$ cat config.mk
export PLATFORM = sky130hd
export DESIGN_NAME = accum_block
export DESIGN_NICKNAME = d
export VERILOG_FILES = /design/src/rtl/accum_block.sv
export SDC_FILE = /design/constraint.sdc
export NUM_CORES = 1
export LEC_CHECK = 0
export CAP_MARGIN = 0
export CORE_MARGIN = 2
export CORE_UTILIZATION = 53
export DETAILED_ROUTE_END_ITERATION = 16
export PLACE_DENSITY = 0.76
export SKIP_LAST_GASP = 1
export SLEW_MARGIN = 10
export SYNTH_ARGS = -nofsm -noshare
export SYNTH_HDL_FRONTEND = slang
export SYNTH_SLANG_ARGS = --single-unit
export TNS_END_PERCENT = 100
$ cat constraint.sdc
create_clock -name CLK -period 2.9 [get_ports CLK]
set_input_delay 0.435 -clock CLK [delete_from_list [all_inputs] [get_ports CLK]]
set_output_delay 0.435 -clock CLK [all_outputs]
set_load 0.05 [all_outputs]
$ cat src/rtl/accum_block.sv
// accum_block: multi-channel block accumulator; emits a channel's sum after every BLOCK_LEN samples.
// Build option: define ACC_SIGNED_EN for two's-complement samples/sums (signed overflow and clamping).
module accum_block #(
  parameter int DATA_W    = 8,
  parameter int SUM_W     = 16,
  parameter int CHANNELS  = 4,
  parameter int BLOCK_LEN = 16,
  parameter int CH_W      = $clog2(CHANNELS)
) (
  input  logic              CLK,
  input  logic              RST,
  input  logic              clr,
  input  logic              sat_mode,
  input  logic              in_valid,
  output logic              in_ready,
  input  logic [CH_W-1:0]   in_ch,
  input  logic [DATA_W-1:0] in_data,
  output logic              out_valid,
  input  logic              out_ready,
  output logic [CH_W-1:0]   out_ch,
  output logic [SUM_W-1:0]  out_sum,
  output logic              out_ovf
);
  localparam int CNT_W = (BLOCK_LEN > 1) ? $clog2(BLOCK_LEN) : 1;
  localparam logic [CNT_W-1:0] CNT_LAST = CNT_W'(BLOCK_LEN - 1);

  logic [SUM_W-1:0]  acc [CHANNELS];
  logic [CNT_W-1:0]  cnt [CHANNELS];
  logic              ovf [CHANNELS];
  logic              vld_p1;
  logic [CH_W-1:0]   ch_p1;
  logic [SUM_W-1:0]  sum_p1;
  logic              ovf_p1;

  logic              take;
  logic              ch_ok;
  logic [SUM_W:0]    add_res;
  logic              nxt_ovf;

  // Clamp value; in the unsigned build only the upper rail is reachable (neg is always 0).
  function automatic logic [SUM_W-1:0] saturate(input logic neg);
`ifdef ACC_SIGNED_EN
    return neg ? {1'b1, {(SUM_W-1){1'b0}}} : {1'b0, {(SUM_W-1){1'b1}}};
`else
    return {SUM_W{!neg}};
`endif
  endfunction

  // Returns {overflow, new_sum}.
  function automatic logic [SUM_W:0] add_sample(input logic [SUM_W-1:0] a,
                                                input logic [DATA_W-1:0] d,
                                                input logic sat);
`ifdef ACC_SIGNED_EN
    logic signed [SUM_W-1:0] sa, sd, ss;
    logic o;
    sa = signed'(a);
    sd = SUM_W'(signed'(d));
    ss = sa + sd;
    o  = (sa[SUM_W-1] == sd[SUM_W-1]) && (ss[SUM_W-1] != sa[SUM_W-1]);
    if (o && sat) ss = signed'(saturate(sa[SUM_W-1]));
    return {o, ss};
`else
    logic [SUM_W:0] n;
    n = {1'b0, a} + (SUM_W+1)'(d);
    if (n[SUM_W] && sat) n[SUM_W-1:0] = saturate(1'b0);
    return n;
`endif
  endfunction

  assign in_ready = (!vld_p1 || out_ready) && !clr;
  assign take     = in_valid && in_ready;
  assign ch_ok    = {1'b0, in_ch} < (CH_W+1)'(CHANNELS);
  assign add_res  = add_sample(acc[in_ch], in_data, sat_mode);
  assign nxt_ovf  = ovf[in_ch] | add_res[SUM_W];

  // Stage p0 -> p1: per-channel accumulate, block completion loads the output register
  always_ff @(posedge CLK or negedge RST) begin
    if (!RST) begin
      for (int i = 0; i < CHANNELS; i++) begin
        acc[i] <= '0;
        cnt[i] <= '0;
        ovf[i] <= 1'b0;
      end
      vld_p1 <= 1'b0;
      ch_p1  <= '0;
      sum_p1 <= '0;
      ovf_p1 <= 1'b0;
    end else begin
      if (out_ready) vld_p1 <= 1'b0;
      if (clr) begin
        for (int i = 0; i < CHANNELS; i++) begin
          acc[i] <= '0;
          cnt[i] <= '0;
          ovf[i] <= 1'b0;
        end
      end else if (take && ch_ok) begin
        if (cnt[in_ch] == CNT_LAST) begin
          acc[in_ch] <= '0;
          cnt[in_ch] <= '0;
          ovf[in_ch] <= 1'b0;
          vld_p1     <= 1'b1;
          ch_p1      <= in_ch;
          sum_p1     <= add_res[SUM_W-1:0];
          ovf_p1     <= nxt_ovf;
        end else begin
          acc[in_ch] <= add_res[SUM_W-1:0];
          cnt[in_ch] <= cnt[in_ch] + CNT_W'(1);
          ovf[in_ch] <= nxt_ovf;
        end
      end
    end
  end

  assign out_valid = vld_p1;
  assign out_ch    = ch_p1;
  assign out_sum   = sum_p1;
  assign out_ovf   = ovf_p1;

endmodule
==> results.txt <==
----------------------------------------------------
[Yosys]
  Seq/Total Area, Yosys ... 49.3%
  EDFF count, synth ... 0
  Ys async rst share ... 100%
  Ys flop type ... dfrtp_1
  Per-instance average area after synthesis ... 11.0 um2
  Synth Warn # ... 0
  Combined area of all synthesized cells ... 5280 um2
  Number of nets produced by synthesis ... 505
  Post-Syn Instances ... 479
  Unique cell type count in the Yosys netlist ... 59
  FF+latch count, synth ... 104

[Placement]
  Post-placement cell area ... 6330 um2
  Input/output buffers ... 36
  Final weighted congestion in routability-driven placement ... 0.921
  Post-detailed-placement half-perimeter wirelength ... 9.81 mm

[Clocking]
  Clock latency reported for the late side of the worst-skew pair ... 0.39 ns
  Number of buffers inserted during clock tree synthesis ... 9
  Clock tree from TritonCTS ... yes
  Clock Sinks ... 104
  Maximum clock path buffer count ... 2
  Clk root buf ... clkbuf_8
  H-tree levels ... 3
  Hold-fix buffers, CTS ... 0
  Clock Pin Slew Worst Setup and Hold Paths ... 0.10 ns

[Worst setup path]
  Terminus of the critical flop-to-flop path ... acc[35]
  Element type at the critical path start ... flop
  Max FO, Critical Path ... 7
  Category of the worst setup path capture point ... flop
  Slowest cell delay on critical path ... 0.51 ns
  Launch point of the critical path ... acc[0]
  Worst R2R Start ... acc[0]
  Critical Setup Path Class ... flop to flop
  Largest delay contributor family on the critical path ... simple AND/OR/NAND/NOR gates
  Logic depth of the worst register-to-register path ... 9
  Count of buffer and inverter cells on the critical path ... 0
  Worst path slowest cell ... mux4_2
  Arrival time at the worst endpoint ... 3.22 ns
  Cell Chain, Critical Path ... mux4_2, ha_4, fa_2, a21o_1, a221oi_2, and3b_2, and2_4, nor2_8, o21ai_1
  Required time of the critical path ... 3.18 ns
  Crit path depth ... 9
  Worst setup slack for register-to-register paths ... -0.04 ns

[Power]
  Peak ir drop on the vdd network ... 0.267 mV
  Power density cells ... 410 nW/um2
  Leak Pwr ... 0.00302 uW

[Floorplan]
  Width of the die ... 104 um
  I/O Pins ... 37
  Area of the die ... 10800 um2
  Y dimension of the die ... 104 um
  Number of placement rows ... 36
  Core area ... 9730 um2
  Initial core utilization ... 54.2%

[Drt]
  DRC violations left ... 0
  Vias per Instance ... 6.00
  Total wirelength of the detailed-routed design ... 13.9 mm
  Pre-Repair DR Iteration Count ... 5
  Violation count after the first detailed-route iteration ... 223
  Number of routed nets with antenna violations ... 0
  Vias ... 4334
  Routed wire per std cell ... 19.2 um

[Global route]
  Number of antenna violations at the first check in global routing ... 0
  Global route overflow ... 0
  Via count of the first global-routing pass ... 4470
  Largest net degree at the start of global routing ... 58
  Global-route wire length before repair ... 22.6 mm
  Global Route Usage Sum ... 26.6%

[Timing]
  Post-route minimum period ... 2.94 ns
  Final Slew Violations ... 0
  Clock skew ... 0.0140 ns
  Final period utilization ... 101%
  Fmax ... 340 MHz
  Final worst-path setup slack ... -0.0420 ns
  Worst hold slack across all endpoints ... 0.0481 ns
  Total of endpoints with negative setup slack in the final report ... 30
  Max_slew headroom ... 59.2%
  Unrepaired setup endpoints after global routing ... true
  Final hold violation count ... 0
  Slew at the pin with the worst max-slew slack ... 0.612 ns

[Cells and area]
  Register Area ... 2600 um2
  Fill cell total of the finished layout ... 710
  Final design instance area without fill ... 6730 um2
  Ratio of cells with drive above 1 in the final layout ... 29.2%
  Final-stage net count ... 610
  Share of the core filled with cells in the final layout ... 69.2%
  Multi-input combinational cell area ... 2740 um2
  N_diodes ... 0
  Layout area overhead ... 27.5%

[Outcome]
  Violated checks ... negative setup slack
  Outcome ... finished with violations

[Run]
  Max Cap Viol ... 0

[Min path]
  Hold Path Class ... primary input to async pin

----------------------------------------------------
==> synthesized netlist by cell type, types with 2 or more instances <==
| cell type | count | area share (%) |
|---|---|---|
| buf_1 | 4 | 0.28 |
| a21o_1 | 3 | 0.43 |
| nand2b_1 | 4 | 0.47 |
| buf_6 | 2 | 0.43 |
| o21ai_0 | 28 | 2.7 |
| buf_2 | 8 | 0.76 |
| nor2_1 | 25 | 1.8 |
| and3_1 | 4 | 0.47 |
| a22o_1 | 20 | 3.3 |
| mux4_2 | 18 | 7.7 |
| a31oi_1 | 5 | 0.59 |
| nand3b_1 | 9 | 1.3 |
| nor3_1 | 3 | 0.28 |
| a31o_2 | 3 | 0.50 |
| dfrtp_1 | 104 | 49 |
| xnor2_1 | 5 | 0.83 |
| and2_1 | 3 | 0.36 |
| a211oi_1 | 3 | 0.43 |
| a41oi_1 | 2 | 0.33 |
| mux2_2 | 6 | 1.3 |
| mux2i_1 | 5 | 0.95 |
| a32o_1 | 2 | 0.38 |
| nand2_1 | 81 | 5.8 |
| nor2_8 | 6 | 2.3 |
| clkbuf_1 | 10 | 0.71 |
| and3b_1 | 2 | 0.33 |
| a21oi_1 | 15 | 1.4 |
| mux4_1 | 2 | 1.0 |
| a221oi_1 | 2 | 0.33 |
| o211ai_1 | 4 | 0.57 |
| nor2b_1 | 5 | 0.59 |
| o21ai_1 | 35 | 3.3 |
| ha_1 | 9 | 2.1 |
| nor3b_1 | 4 | 0.57 |
| or3_1 | 2 | 0.24 |
| nand4_1 | 2 | 0.24 |
| nand3_1 | 12 | 1.1 |
==> cells by family after synthesis <==
logic type,count (synthesis),synth area share [%]
xor+xnor,6,0.996
fa+ha+maj,10,2.51
mux,32,11.3
flops,104,49.3
compound gates,131,15.9
simple gates,170,17.3
buf+inv,26,2.63
==> per-stage QoR <==
| step | worst slack, ns | instances | power [uW] | setup TNS (ns) |
|---|---|---|---|---|
| 6_report | -0.0420 | 722 | 2760 | -0.578 |
| 5_1_grt | -0.127 | 722 | 2870 | -5.67 |
| 4_1_cts | -0.0272 | 718 | 2770 | -0.0472 |
| 3_5_place_dp | -0.510 | 699 | 1900 | -38.26 |
| 3_3_place_gp | -0.445 | 699 | 1880 | -32.48 |
| 2_1_floorplan | -0.220 | 479 | 1730 | -12.77 |
==> worst register-to-register path: cells and delay by family, from the launching register on <==
kind | cells | cell delay, ns
and+or+nand+nor | 3 | 0.80
DFF | 1 | 0.40
AOI/OAI and AO/OA | 3 | 0.58
muxes | 1 | 0.51
adders and majority gates | 2 | 0.53
==> area by class of cell <==
type	instances	share of cell area, %
Clock inverter	6	0.744
Timing Repair Buffer	119	15.3
Inverter	1	0.0558
Sequential cell	104	38.7
Multi-Input combinational cell	349	40.7
Tap cell	133	2.47
Clock buffer	10	2.05
==> sequential cells by signal, indices dropped and copies added, names as in the netlist <==
name,cells
acc,64
cnt,16
out_sum,16
ovf,4
out_ch,2
out_ovf,1
out_valid,1
==> placed cells by master, fill, tap and decap left out, types with 5 or more instances in the layout <==
cell,Yosys,routed
dfrtp_1,104,104
nand2_1,81,80
buf_4,0,79
clkdlybuf4s50_1,0,32
o21ai_1,35,28
nor2_1,25,25
o21ai_0,28,21
a22o_1,20,20
mux4_2,18,18
a21oi_1,15,15
o21ai_2,1,14
nand3_1,12,11
clkbuf_8,0,10
nand3b_1,9,9
nor2_8,6,6
ha_1,9,6
xnor2_1,5,5
mux2i_1,5,5
nor2b_1,5,5
==> per-layer routing <==
metal	up-vias	wire length (um)	share of wire, %	GRT usage (%)
met5	-	0	0	0
met4	0	312	2.3	10.4
li1	1953	-	-	-
met1	2218	5820	42	34.6
met2	135	7000	50	44.2
met3	28	733	5.3	5.54
==> report_power, final <==
group          internal (uW)  switching, uW  leakage (uW)
Sequential              1470           14.1       0.00144
Combinational            169            230       0.00148
Clock                    348            523     0.0000952
==> worst max-delay path by stage <==
| stage | endpoint | slack [ns] |
|---|---|---|
| after floorplan | out_sum[13] | -0.22 |
| after global placement | acc[28] | -0.44 |
| after detailed placement | acc[44] | -0.51 |
| after CTS | out_sum[13] | -0.03 |
| after global routing | acc[6] | -0.13 |
| final | acc[35] | -0.04 |
==> timing repair <==
action / CTS / global route
pin swaps: 4 / 32
gates cloned: 0 / 0
setup endpoints to repair: 73 / 72
gates resized for setup: 8 / 32
buffers inserted: 3 / 5
Note: power is estimated with default switching activity, not from simulation.
